File: config.mk
export PLATFORM = sky130hd
export DESIGN_NAME = mem_arbiter
export DESIGN_NICKNAME = d
export VERILOG_FILES = /design/src/rtl/mem_arb_pkg.sv /design/src/rtl/mem_arb_rr.sv /design/src/rtl/mem_arbiter.sv
export SDC_FILE = /design/constraint.sdc
export NUM_CORES = 1
export LEC_CHECK = 0
export ABC_AREA = 1
export CAP_MARGIN = 20
export CORE_MARGIN = 5
export CORE_UTILIZATION = 42
export CTS_CLUSTER_SIZE = 30
export DETAILED_ROUTE_END_ITERATION = 8
export PLACE_DENSITY = 0.87
export SYNTH_ARGS = -nofsm -noshare
export SYNTH_HDL_FRONTEND = slang
export SYNTH_SLANG_ARGS = --single-unit
File: constraint.sdc
create_clock -name clk -period 2.7 [get_ports clk]
set_input_delay 0.81 -clock clk [delete_from_list [all_inputs] [get_ports clk]]
set_output_delay 0.81 -clock clk [all_outputs]
set_load 0.03 [all_outputs]
File: src/rtl/mem_arb_pkg.sv
// Shared types and sizing for the I/D main-memory arbiter.
package mem_arb_pkg;

  localparam int DEF_LINE_ADDR_LEN = 3;
  localparam int DEF_ADDR_W        = 32;
  localparam int BEATS             = 1 << DEF_LINE_ADDR_LEN;

  typedef enum logic [1:0] {IDLE, BURST, DONE} state_e;
  typedef enum logic {OWN_I, OWN_D} owner_e;

endpackage

File: src/rtl/mem_arb_rr.sv
// Two-way round-robin picker: on a tie the side not served last wins.
module mem_arb_rr
  import mem_arb_pkg::*;
(
  input  logic   req_i,
  input  logic   req_d,
  input  owner_e last_owner,
  output owner_e owner,
  output logic   any
);

  always_comb begin
    owner = OWN_I;
    any   = req_i | req_d;
    if (req_i && req_d) begin
      owner = (last_owner == OWN_I) ? OWN_D : OWN_I;
    end else if (req_d) begin
      owner = OWN_D;
    end
  end

endmodule

File: src/rtl/mem_arbiter.sv
// Shares one main-memory port between the I- and D-cache line engines,
// one line burst at a time, with round-robin ownership.
module mem_arbiter
  import mem_arb_pkg::*;
#(
  parameter int LINE_ADDR_LEN = DEF_LINE_ADDR_LEN,
  parameter int ADDR_W        = DEF_ADDR_W
) (
  input  logic                     clk,
  input  logic                     rst_n,
  input  logic                     ic_req,
  input  logic [ADDR_W-1:0]        ic_addr,
  output logic [31:0]              ic_rdata,
  output logic                     ic_rvalid,
  output logic                     ic_done,
  input  logic                     dc_req,
  input  logic                     dc_we,
  input  logic [ADDR_W-1:0]        dc_addr,
  input  logic [31:0]              dc_wdata,
  output logic [LINE_ADDR_LEN-1:0] dc_beat,
  output logic [31:0]              dc_rdata,
  output logic                     dc_rvalid,
  output logic                     dc_done,
  output logic                     mem_req,
  output logic                     mem_we,
  output logic [ADDR_W-1:0]        mem_addr,
  output logic [31:0]              mem_wdata,
  input  logic                     mem_ack,
  input  logic [31:0]              mem_rdata,
  output logic [31:0]              grant_cnt_i,
  output logic [31:0]              grant_cnt_d
);

  localparam int LINE_W = ADDR_W - LINE_ADDR_LEN - 2;

  state_e                   state_q, state_d;
  owner_e                   owner_q, owner_d;
  owner_e                   last_owner_q, last_owner_d;
  owner_e                   pick_owner;
  logic                     pick_any;
  logic                     we_q, we_d;
  logic [LINE_W-1:0]        line_q, line_d;
  logic [LINE_ADDR_LEN-1:0] beat_q, beat_d;
  logic [31:0]              cnt_i_q, cnt_i_d;
  logic [31:0]              cnt_d_q, cnt_d_d;

  // Word-within-line and byte offsets come from the beat counter instead.
  logic unused_addr_bits;
  assign unused_addr_bits = ^{ic_addr[LINE_ADDR_LEN+1:0], dc_addr[LINE_ADDR_LEN+1:0]};

  mem_arb_rr u_rr (
    .req_i      (ic_req),
    .req_d      (dc_req),
    .last_owner (last_owner_q),
    .owner      (pick_owner),
    .any        (pick_any)
  );

  assign grant_cnt_i = cnt_i_q;
  assign grant_cnt_d = cnt_d_q;

  always_comb begin
    state_d      = state_q;
    owner_d      = owner_q;
    last_owner_d = last_owner_q;
    we_d         = we_q;
    line_d       = line_q;
    beat_d       = beat_q;
    cnt_i_d      = cnt_i_q;
    cnt_d_d      = cnt_d_q;
    mem_req      = 1'b0;
    mem_we       = 1'b0;
    mem_addr     = '0;
    mem_wdata    = '0;
    ic_rdata     = '0;
    ic_rvalid    = 1'b0;
    ic_done      = 1'b0;
    dc_rdata     = '0;
    dc_rvalid    = 1'b0;
    dc_done      = 1'b0;
    dc_beat      = '0;

    case (state_q)
      IDLE: begin
        if (pick_any) begin
          owner_d = pick_owner;
          if (pick_owner == OWN_D) begin
            line_d = dc_addr[ADDR_W-1:LINE_ADDR_LEN+2];
            we_d   = dc_we;
          end else begin
            line_d = ic_addr[ADDR_W-1:LINE_ADDR_LEN+2];
            we_d   = 1'b0;
          end
          beat_d  = '0;
          state_d = BURST;
        end
      end

      BURST: begin
        mem_req  = 1'b1;
        mem_we   = we_q;
        mem_addr = {line_q, beat_q, 2'b00};
        if (owner_q == OWN_D) begin
          mem_wdata = dc_wdata;
          dc_beat   = beat_q;
        end
        // A stalled beat simply repeats; only an ack moves the burst forward.
        if (mem_ack) begin
          if (owner_q == OWN_D) begin
            dc_rvalid = !we_q;
            dc_rdata  = mem_rdata;
          end else begin
            ic_rvalid = !we_q;
            ic_rdata  = mem_rdata;
          end
          beat_d = beat_q + 1'b1;
          if (beat_q == '1) begin
            state_d = DONE;
          end
        end
      end

      DONE: begin
        if (owner_q == OWN_D) begin
          dc_done = 1'b1;
          cnt_d_d = cnt_d_q + 32'd1;
        end else begin
          ic_done = 1'b1;
          cnt_i_d = cnt_i_q + 32'd1;
        end
        last_owner_d = owner_q;
        state_d      = IDLE;
      end

      default: state_d = IDLE;
    endcase
  end

  always_ff @(posedge clk or negedge rst_n) begin
    if (!rst_n) begin
      state_q      <= IDLE;
      owner_q      <= OWN_I;
      last_owner_q <= OWN_I;
      we_q         <= 1'b0;
      line_q       <= '0;
      beat_q       <= '0;
      cnt_i_q      <= '0;
      cnt_d_q      <= '0;
    end else begin
      state_q      <= state_d;
      owner_q      <= owner_d;
      last_owner_q <= last_owner_d;
      we_q         <= we_d;
      line_q       <= line_d;
      beat_q       <= beat_d;
      cnt_i_q      <= cnt_i_d;
      cnt_d_q      <= cnt_d_d;
    end
  end

endmodule

==> results.md <==
- Outcome: finished, final reports clean
- Data required, critical path: 1.89 ns
- Maximum capacitance violations: 0
- Headroom to the max-slew limit: 61.0%
- Library cell used as clock root buffer: sky130_fd_sc_hd__clkbuf_16
- Max IR drop VDD: 0.718 mV
- Period utilisation layout: 97.9%
- Distinct cells, synth: 29
- Highest clock rate: 378 MHz
- Clock transition at the register clock pins on the worst setup and hold paths after CTS: 0.06 ns
- Fraction of final layout cells sized beyond drive strength 1: 19.1%
- Sequential element share of the synthesized area: 41.3%
- Endpoint kind of the worst setup timing path: output pin
- Post-Place Worst Slack: -0.238 ns
- Number of primary I/O pins: 335
- Clock tree from TritonCTS: yes
- Fraction of power consumed by combinational cells: 60.5%
- Global-route wire length before repair: 35400 um
- Total power divided by cell area: 799 nW/um2
- Area growth syn-to-layout: 63.2%
- Final hold viol count: 0
- Placement Rows: 43
- Maximum number of buffers from clock root to sink: 2
- Max Transition Viols Final: 0
- Die span in x: 130 um
- Flip-flop and latch count after synthesis: 99
- Maximum level of the CTS H-tree: 3
- Gpl congestion: 0.963
- Commonest cells in the synthesized netlist: sky130_fd_sc_hd__nand2_1 (172), sky130_fd_sc_hd__nor2_1 (156), sky130_fd_sc_hd__inv_1 (128), sky130_fd_sc_hd__dfrtp_1 (99), sky130_fd_sc_hd__nor3_1 (85)
- Share of the synthesized area in the top cell type: 41.3%
- Final antenna-violating net count: 0
- Sort of element at the start of the critical path: input port
- Register share of total power: 24.0%
- Cell types occupying the most area after synthesis: sky130_fd_sc_hd__dfrtp_1 (41%), sky130_fd_sc_hd__nand2_1 (11%), sky130_fd_sc_hd__nor2_1 (9.7%)
- IO buf count: 322
- Half-perimeter wire length after placement: 19200 um
- Syn_area_per_cell: 6.98 um2
- Int Pwr: 4120 uW
- Number of design rule violations left after detail routing: 0
- Num CTS Buffers: 9
- Fin util: 70.4%
- Initial core utilization: 43.1%
- Number of search-and-repair iterations in the first detailed-routing pass: 5
- Worst-case setup margin in the final layout: 0.0573 ns
- Via count of the first global-routing pass: 6532
- Global router's overall resource usage: 27.4%
- Arrival time at the worst endpoint: 1.83 ns
- Post-synthesis cell area: 6010 um2
- Switching power as a share of total power: 47.4%
- Later-pin clock latency in the skew report: 0.34 ns
- Count leader, synth: sky130_fd_sc_hd__nand2_1
- Iteration-0 DRC count of the detailed router: 621
- Placed cell area: 9430 um2
- Count of warnings emitted by yosys: 0
- Pin count of the biggest net entering global routing: 56
- Asr flop ratio synth: 100%
- Clock share of power: 15.4%
- Number of synthesized flops with an enable pin: 0
- Static Leakage: 0.00460 uW
- Time the worst path needs with I/O delays and setup: 2.64 ns
- Floorplan die height: 130 um
- Most used flip-flop cell after synthesis: sky130_fd_sc_hd__dfrtp_1
- DR WL/cell: 17.5 um
- Die area: 16800 um2
- Number of instances in the synthesized netlist: 861
- Critical setup path kind: input port to output pin
- Actual transition at the worst max-transition pin: 0.581 ns
- Remaining global-route overflow: 0
- Total setup violations reported at the end of the flow: 0
- Total number of nets in the final design: 1314
- Reported net switching power: 3710 uW
- Worst Hold Class: input port to asynchronous set/reset pin
- Post-route cell area: 9800 um2
- Number of antenna violations at the first check in global routing: 5
- Vias after detailed routing: 6973
- Unrepaired setup endpoints after global routing: no
- Largest area contributor in the synthesized netlist: sky130_fd_sc_hd__dfrtp_1
- Crit path max fanout: 16
- CTS sink cnt: 99
- Final Routed Wirelength: 23800 um
- Core footprint: 13900 um2
- Final Skew: 0.00665 ns
- Post-detailed-route via-to-cell ratio: 5.12
-- power by group through the flow --
stage	registers, uW	logic, uW	clock network (uW)
floorplan	1880	2750	0
global placement	1890	4560	0
detailed placement	1910	4600	0
CTS	1880	4680	1230
global route	1910	5000	1300
finish	1880	4740	1210
-- area by class of cell --
cell class | instances | area, um2
antenna | 1 | 2.50
clock buffer | 11 | 253
clock inverter | 4 | 26.3
fill | 1100 | 4130
inverter | 131 | 499
multi-input combinational | 596 | 3100
sequential | 99 | 2480
tap | 180 | 225
timing repair buffer | 339 | 3220
-- sequential cells by signal, summed over array words and instances, names as in the netlist --
name,count
beat_q,3
grant_cnt_d,32
grant_cnt_i,32
last_owner_q,1
line_q,27
owner_q,1
state_q,2
we_q,1
-- kinds of logic after synthesis --
group | share of synthesized area, %
compound gates | 5.71
other cells | 0.0624
flops | 41.3
buf+inv | 10.9
xor+xnor | 5.98
simple gates | 35.2
fa+ha+maj | 0.833
-- timing repair --
action | in CTS | in global routing
endpoints found under the setup margin | 108 | 55
hold buffers | 0 | 0
pin swaps | 0 | 2
resized for setup | 8 | 4
buffers inserted | 0 | 3
hold endpoints to repair | 0 | 0
cloned | 1 | 0
-- cells in the final DEF, fill, tap and decap left out, types with 3 or more instances in the layout --
| cell | count |
|---|---|
| sky130_fd_sc_hd__ha_1 | 4 |
| sky130_fd_sc_hd__nand3b_1 | 5 |
| sky130_fd_sc_hd__clkdlybuf4s50_1 | 186 |
| sky130_fd_sc_hd__buf_12 | 13 |
| sky130_fd_sc_hd__inv_1 | 127 |
| sky130_fd_sc_hd__o22ai_1 | 27 |
| sky130_fd_sc_hd__clkbuf_16 | 9 |
| sky130_fd_sc_hd__xor2_1 | 20 |
| sky130_fd_sc_hd__o21ai_0 | 32 |
| sky130_fd_sc_hd__buf_4 | 137 |
| sky130_fd_sc_hd__nor2_2 | 5 |
| sky130_fd_sc_hd__nor2_1 | 152 |
| sky130_fd_sc_hd__nor3_1 | 44 |
| sky130_fd_sc_hd__nand3_1 | 42 |
| sky130_fd_sc_hd__nand4_1 | 18 |
| sky130_fd_sc_hd__dfrtp_1 | 98 |
| sky130_fd_sc_hd__nor3_2 | 41 |
| sky130_fd_sc_hd__nand2_1 | 171 |
| sky130_fd_sc_hd__xnor2_1 | 21 |
| sky130_fd_sc_hd__nor2_4 | 3 |
-- metrics by stage --
| step | total power [uW] | instances | TNS, ns | hold slack (ns) |
|---|---|---|---|---|
| floorplan | 4630 | 862 | -0.0177 | 0.442 |
| global placement | 6450 | 1341 | -4.41 | 0.472 |
| detailed placement | 6510 | 1341 | -6.20 | 0.480 |
| CTS | 7790 | 1357 | -0.00570 | 0.356 |
| global route | 8210 | 1361 | 0 | 0.370 |
| finish | 7830 | 1361 | 0 | 0.361 |
-- final timing paths --
check | from | end | slack (ns) | depth (start not counted)
worst max-delay path | mem_ack | ic_rdata[29] | 0.06 | 5
worst min-delay path | rst_n | grant_cnt_d[27]$_DFFE_PN0P_ | 0.36 | 1
worst max register to register | grant_cnt_d[0]$_DFFE_PN0P_ | grant_cnt_d[20]$_DFFE_PN0P_ | 0.84 | 7
worst min register to register | grant_cnt_d[31]$_DFFE_PN0P_ | grant_cnt_d[31]$_DFFE_PN0P_ | 0.49 | 2
max in group asynchronous | rst_n | grant_cnt_d[6]$_DFFE_PN0P_ | 1.68 | 2
min in group clk | grant_cnt_d[31]$_DFFE_PN0P_ | grant_cnt_d[31]$_DFFE_PN0P_ | 0.49 | 2
-- critical path: stages --
cell and delay, ns:
sky130_fd_sc_hd__dlygate4sd2_1 0.25, sky130_fd_sc_hd__nand2_2 0.10, sky130_fd_sc_hd__bufbuf_16 0.31, sky130_fd_sc_hd__nor3_2 0.16
sky130_fd_sc_hd__buf_4 0.18
-- per-layer routing --
| layer | GRT usage (%) | share of wire, % |
|---|---|---|
| met5 | 0 | 0.24 |
| met4 | 6.42 | 1.8 |
| met3 | 9.98 | 11 |
| met2 | 43.9 | 46 |
| met1 | 35.8 | 41 |
Power figures use the tool's default switching activity.
